$ cat config.mk
export PLATFORM = sky130hd
export DESIGN_NAME = image_filter_3x3
export DESIGN_NICKNAME = d
export VERILOG_FILES = /design/src/rtl/image_filter_3x3.sv
export SDC_FILE = /design/constraint.sdc
export NUM_CORES = 2
export LEC_CHECK = 0
export ABC_AREA = 1
export CORE_MARGIN = 2
export CORE_UTILIZATION = 50
export DETAILED_ROUTE_END_ITERATION = 16
export PLACE_DENSITY = 0.73
export SLEW_MARGIN = 20
export SYNTH_ARGS = -nofsm -noshare
export SYNTH_HDL_FRONTEND = slang
export SYNTH_SLANG_ARGS = --single-unit
$ cat constraint.sdc
create_clock -name clock -period 14.1 [get_ports clock]
set_clock_uncertainty 0.2 [all_clocks]
set_input_delay 4.23 -clock clock [delete_from_list [all_inputs] [get_ports clock]]
set_output_delay 4.23 -clock clock [all_outputs]
set_load 0.01 [all_outputs]
$ cat src/rtl/image_filter_3x3.sv
// image_filter_3x3: streaming 3x3 neighbourhood filter over a raster-order
// gray image. Two line buffers feed the right-hand column of a 3x3 window
// and one filtered pixel leaves per window shift once the window is full.
// Output (r,c) is produced when the window is centred on (r,c). A FLUSH
// phase injects zeros to push out the last IMG_W+1 centres.
//
// Handshake: the producer drives pix_in/pix_in_valid; a pixel is consumed
// on a rising edge where pix_in_valid and pix_in_ready are both high.
// pix_in_ready depends only on the FSM state. There is no output
// backpressure: pix_out_valid is a one-cycle strobe per output pixel.
module image_filter_3x3 #(
    parameter int IMG_W = 128,
    parameter int IMG_H = 128
) (
    input  logic       clock,
    input  logic       reset,
    input  logic       start,
    input  logic [2:0] sel,
    input  logic [7:0] val,
    input  logic [7:0] pix_in,
    input  logic       pix_in_valid,
    output logic       pix_in_ready,
    output logic [7:0] pix_out,
    output logic       pix_out_valid,
    output logic       busy,
    output logic       frame_done,
    output logic [1:0] fsm_state
);

    localparam logic [1:0] S_IDLE   = 2'd0;
    localparam logic [1:0] S_STREAM = 2'd1;
    localparam logic [1:0] S_FLUSH  = 2'd2;

    localparam int NPIX = IMG_W * IMG_H;
    localparam int PW   = $clog2(NPIX);
    localparam int CW   = $clog2(IMG_W);
    localparam int RW   = $clog2(IMG_H);
    localparam int FW   = $clog2(IMG_W + 2);

    logic [PW-1:0] in_cnt;
    logic [FW-1:0] flush_cnt;
    logic [CW-1:0] col_ptr;
    logic [CW-1:0] out_c;
    logic [RW-1:0] out_r;
    logic [2:0]    mode;
    logic [7:0]    operand;

    // lb_mid delays the stream by one line, lb_top by two lines.
    logic [7:0] lb_mid [IMG_W];
    logic [7:0] lb_top [IMG_W];
    // Left and centre window columns; the right column is the live column
    // coming from the line buffers and the incoming pixel.
    logic [7:0] win [3][2];
    logic [7:0] nw  [3][3];

    logic       accept;
    logic       flush_shift;
    logic       shift;
    logic       emit;
    logic [7:0] new_pix;

    logic [7:0]        p, up, dn, lf, rt, lu, ru, ld, rd;
    logic [8:0]        bright;
    logic [11:0]       gauss;
    logic signed [11:0] sharp;
    logic signed [11:0] gx, gy;
    logic [11:0]       ax, ay, sob;
    logic              border;
    logic [7:0]        result;

    function automatic logic [11:0] z(input logic [7:0] x);
        return {4'b0000, x};
    endfunction

    assign pix_in_ready = (fsm_state == S_STREAM);
    assign busy         = (fsm_state != S_IDLE);
    assign accept       = pix_in_valid && (fsm_state == S_STREAM);
    // FLUSH keeps one extra non-shifting cycle so busy stays high while the
    // final output is on the bus and drops together with frame_done.
    assign flush_shift  = (fsm_state == S_FLUSH) && (flush_cnt <= FW'(IMG_W));
    assign shift        = accept || flush_shift;
    assign new_pix      = accept ? pix_in : 8'd0;
    assign emit         = (accept && (in_cnt >= PW'(IMG_W + 1))) || flush_shift;

    // FSM, input/flush counters and operands latched at start
    always_ff @(posedge clock) begin
        if (reset) begin
            fsm_state <= S_IDLE;
            in_cnt    <= '0;
            flush_cnt <= '0;
            mode      <= 3'd0;
            operand   <= 8'd0;
        end else begin
            case (fsm_state)
                S_IDLE: begin
                    if (start) begin
                        fsm_state <= S_STREAM;
                        mode      <= sel;
                        operand   <= val;
                        in_cnt    <= '0;
                        flush_cnt <= '0;
                    end
                end
                S_STREAM: begin
                    if (accept) begin
                        in_cnt <= in_cnt + 1'b1;
                        if (in_cnt == PW'(NPIX - 1)) fsm_state <= S_FLUSH;
                    end
                end
                S_FLUSH: begin
                    flush_cnt <= flush_cnt + 1'b1;
                    if (flush_cnt == FW'(IMG_W + 1)) fsm_state <= S_IDLE;
                end
                default: fsm_state <= S_IDLE;
            endcase
        end
    end

    // Line buffer write column and output raster position
    always_ff @(posedge clock) begin
        if (reset) begin
            col_ptr <= '0;
            out_c   <= '0;
            out_r   <= '0;
        end else if (fsm_state == S_IDLE && start) begin
            col_ptr <= '0;
            out_c   <= '0;
            out_r   <= '0;
        end else begin
            if (shift) col_ptr <= (col_ptr == CW'(IMG_W - 1)) ? '0 : col_ptr + 1'b1;
            if (emit) begin
                if (out_c == CW'(IMG_W - 1)) begin
                    out_c <= '0;
                    out_r <= out_r + 1'b1;
                end else begin
                    out_c <= out_c + 1'b1;
                end
            end
        end
    end

    // Window after this cycle's shift, used directly by the filter
    always_comb begin
        for (int i = 0; i < 3; i++) begin
            nw[i][0] = win[i][0];
            nw[i][1] = win[i][1];
        end
        nw[0][2] = lb_top[col_ptr];
        nw[1][2] = lb_mid[col_ptr];
        nw[2][2] = new_pix;
    end

    // Line buffers and window registers; contents need no reset
    always_ff @(posedge clock) begin
        if (shift) begin
            lb_mid[col_ptr] <= new_pix;
            lb_top[col_ptr] <= lb_mid[col_ptr];
            for (int i = 0; i < 3; i++) begin
                win[i][0] <= nw[i][1];
                win[i][1] <= nw[i][2];
            end
        end
    end

    // Filter arithmetic on the shifted window
    always_comb begin
        lu = nw[0][0]; up = nw[0][1]; ru = nw[0][2];
        lf = nw[1][0]; p  = nw[1][1]; rt = nw[1][2];
        ld = nw[2][0]; dn = nw[2][1]; rd = nw[2][2];

        bright = {1'b0, p} + {1'b0, operand};
        gauss  = (z(p) << 2) + ((z(up) + z(dn) + z(lf) + z(rt)) << 1)
               + z(lu) + z(ru) + z(ld) + z(rd);
        sharp  = $signed(z(p) << 2) + $signed(z(p)) - $signed(z(up))
               - $signed(z(dn)) - $signed(z(lf)) - $signed(z(rt));
        gx     = $signed(z(ru)) + $signed(z(rt) << 1) + $signed(z(rd))
               - $signed(z(lu)) - $signed(z(lf) << 1) - $signed(z(ld));
        gy     = $signed(z(ld)) + $signed(z(dn) << 1) + $signed(z(rd))
               - $signed(z(lu)) - $signed(z(up) << 1) - $signed(z(ru));
        ax     = gx[11] ? -gx : gx;
        ay     = gy[11] ? -gy : gy;
        sob    = ax + ay;

        case (mode)
            3'd1:    result = 8'd255 - p;
            3'd2:    result = bright[8] ? 8'd255 : bright[7:0];
            3'd3:    result = 8'(gauss >> 4);
            3'd4:    result = (sharp < 0) ? 8'd0 :
                              (sharp > 12'sd255) ? 8'd255 : sharp[7:0];
            3'd5:    result = (sob > 12'd255) ? 8'd255 : sob[7:0];
            3'd6:    result = (p >= operand) ? 8'd255 : 8'd0;
            default: result = p;
        endcase

        border = (out_r == '0) || (out_r == RW'(IMG_H - 1)) ||
                 (out_c == '0) || (out_c == CW'(IMG_W - 1));
        if (border) result = p;
    end

    // Output register, strobe and end-of-frame pulse
    always_ff @(posedge clock) begin
        if (reset) begin
            pix_out       <= 8'd0;
            pix_out_valid <= 1'b0;
            frame_done    <= 1'b0;
        end else begin
            pix_out_valid <= emit;
            if (emit) pix_out <= result;
            frame_done    <= (fsm_state == S_FLUSH) && (flush_cnt == FW'(IMG_W + 1));
        end
    end

endmodule

==> metrics.md <==
| Metric | Value |
|---|---|
| Fin worst setup slack | `between 2000 and 3000 ps` |
| Die Area | `about 190000 um^2` |
| Design area | `approximately 100000 um^2` |
| Drt pass-1 iters | `6` |
| Worst path arrival time | `around 12000 ps` |
| Reg clk slew, reported paths | `around 60 ps` |
| Clock Latency Late Sink | `approximately 880 ps` |
| Share of cells above drive strength 1 | `0.0686` |
| Yosys top cell by area | `edfxtp_1` |
| Routed WL per cell | `~23 um` |
| Slew Viols, Final | `0` |
| Port Buffers | `36` |
| Routing usage on met1 | `0.350` |
| Max incr delay on CP | `roughly 690 ps` |
| Syn Nets | `8104` |
| Critical-path top delay cell | `inv_4` |
| Clock buffers created by TritonCTS | `203` |
| Nets | `around 8000` |
| Setup_tns | `0 ps` |
| Die height | `~440 um` |
| Pwr/cell area | `roughly 150 nW/um^2` |
| CP Buf/Inv Count | `7` |
| GR peak layer | `met2` |
| Crit path from | `pix_in_valid` |
| Cell Area, Synth | `93500 um^2` |
| DRC Markers | `0` |
| Period utilisation layout | `0.791` |
| Slew @ Worst Pin | `around 1200 ps` |
| Tot Pwr | `between 15 and 20 mW` |
| Syn-to-layout area delta | `10.2%` |
| Hold_buf cts | `0` |
| Number of max-cap violations | `0` |
| Post-route ant nets | `0` |
| Seq cells post-synth | `about 2200` |
| Mapped Cells | `around 7800` |
| Req. time, crit path | `14610 ps` |
| Worst Setup End Kind | `flip-flop` |
| Largest net degree at the start of global routing | `210` |
| P_leak | `35.6 nW` |
| CP Max Fanout | `just under 70` |
| Final setup fails | `0` |
| Total core area | `between 150000 and 200000 um^2` |
| Top-count cell post-synth | `edfxtp_1` |
| Maximum operating frequency | `about 0.090 GHz` |
| HP Class | `flip-flop to flip-flop` |
| Setup Fix Bufs, Post-CTS | `0` |
| EDFF count, synth | `about 2100` |
| Pre-CTS setup slack | `~2000 ps` |
| Routing usage on met2 | `0.397` |
| Status | `completed` |
| CTS tree | `yes` |
| R2R setup slack | `roughly 3800 ps` |
| Routed WL | `approximately 240 mm` |
| CTS root buf | `clkbuf_16` |
| DP Area | `around 96000 um^2` |
| CTS resizes | `0` |
| Warnings, synthesis | `0` |
| Top FF cell, synth | `edfxtp_1` |
| DR iter-0 viols | `roughly 8500` |
| R2r endpoint | `pix_out[7]` |
| GR Util met3 | `0.0432` |
| Initial Util | `0.504` |
| Avg Cell Area, Syn | `11.9 um^2` |
| Synth top cells by count | `edfxtp_1 (2096), nor2_1 (1141), nand2_1 (989)` |
| Crit path kind | `primary input to flip-flop` |
| Routability-driven placement congestion ratio | `just over 0.9` |
| Sequential fraction of the synthesis area | `0.689` |
| Slew HR | `0.221` |
| Gr usage total | `0.253` |
| DIE WIDTH | `436 um` |
| Initial antenna violation count | `3` |
| First-pass GRT wire length | `between 300 and 400 mm` |
| Number of global-route vias before repair | `around 60000` |
| Critical Path Most Common Cell | `nand2_1` |
| IO Pins | `37` |
| Rows | `158` |
| Worst path depth | `32` |
| Clock Path Buffers | `3` |
| Clock sink count | `2169` |
| Number of distinct library cells after synthesis | `between 40 and 50` |
| GR Overflow Total | `0` |
| Worst Reg-to-Reg Cells | `40` |
| Final hold vios | `0` |
| H-tree depth | `4` |
| CP Launch Type | `primary input` |
| CP delay by family, top | `simple AND/OR/NAND/NOR gates` |
| Post-synth ARST share | `0` |
| Via density per instance | `about 6` |
| Top area cells in the synthesized netlist | `edfxtp_1 (67%), o21ai_0 (5.2%), nor2_1 (4.6%)` |
| DP HPWL | `approximately 140 mm` |
| RSZ-0062 raised after global routing | `false` |
| Via count | `62600` |
| Max IR drop VDD | `274 uV` |
| Top-area cell type share of the netlist area | `0.673` |
| Tmin final | `around 11000 ps` |
| Setup crit end | `pix_out[7]` |
==> layout make-up <==
class / instances / area [um^2]
fillers: 14700 / 82600
flip-flops and latches: 2169 / 64400
multi-input cells: 4801 / 25300
clock buffers: 247 / 5320
well taps: 2480 / 3100
repair buffers: 243 / 2090
inverters: 401 / 1570
clock inverters: 128 / 1250
diodes: 2 / 5.00
==> worst min path at each step <==
stage                     cells after the start         end  startpoint
after global routing                          2  pix_out[5]  pix_out[5]
after detailed placement                      2  pix_out[6]  pix_out[6]
final                                         2  pix_out[6]  pix_out[6]
after CTS                                     2  pix_out[6]  pix_out[6]
after global placement                        2  pix_out[6]  pix_out[6]
after floorplan                               2  operand[2]  operand[2]
==> tightest hold or removal path: cells and delay by family (launching register included) <==
| family | cells | cell delay (ps) |
|---|---|---|
| AND/OR/NAND/NOR | 1 | 60 |
| flip-flops | 1 | 310 |
| AO/OA/AOI/OAI | 1 | 50 |
==> logic make-up after synthesis <==
| logic type | count (synthesis) | share of synthesized area |
|---|---|---|
| AOI/OAI and AO/OA | 1690 | 0.0981 |
| xor gates and xnor gates | 60 | 0.00562 |
| adders and majority gates | 241 | 0.0434 |
| buffers and inverters | 870 | 0.0411 |
| DFF | 2169 | 0.689 |
| and+or+nand+nor | 2810 | 0.123 |
==> sequential cells by signal (all words and copies together) (netlist names), 7 cells and up, named ones only <==
signal and count:
lb_mid 1024, lb_top 1024, win 48, in_cnt 14, flush_cnt 8, operand 8
pix_out 8, col_ptr 7, out_c 7, out_r 7
==> report_power, final <==
group / total [mW] / internal [mW] / switching (mW)
clock network: 5.43 / 3.07 / 2.36
registers: 7.11 / 7.10 / 0.0170
logic: 2.98 / 1.01 / 1.97
total: 15.5 / 11.2 / 4.34
==> layer usage <==
layer,vias to the layer above,wire (um)
met5,-,13
met4,2,10200
met3,507,25000
met2,3376,114000
met1,30700,95400
li1,28000,-
==> metrics by stage <==
step	util	hold slack, ps	instances
floorplan	-	254	7840
global placement	0.520	266	10100
detailed placement	0.520	264	10100
CTS	0.555	274	10500
global route	0.555	308	10500
finish	0.555	273	10500
==> cell usage in the layout (no fill, tap or decap), drive strengths merged, types with 73 or more instances in the layout <==
cell and n:
edfxtp 2096, nor2 1142, o21ai 1037, nand2 991, nand3 604, o22ai 460, inv 410, clkbuf 247
buf 207, a21oi 161, fa 139, ha 102, clkinv 90, dfxtp 73
Power figures use the tool's default switching activity.
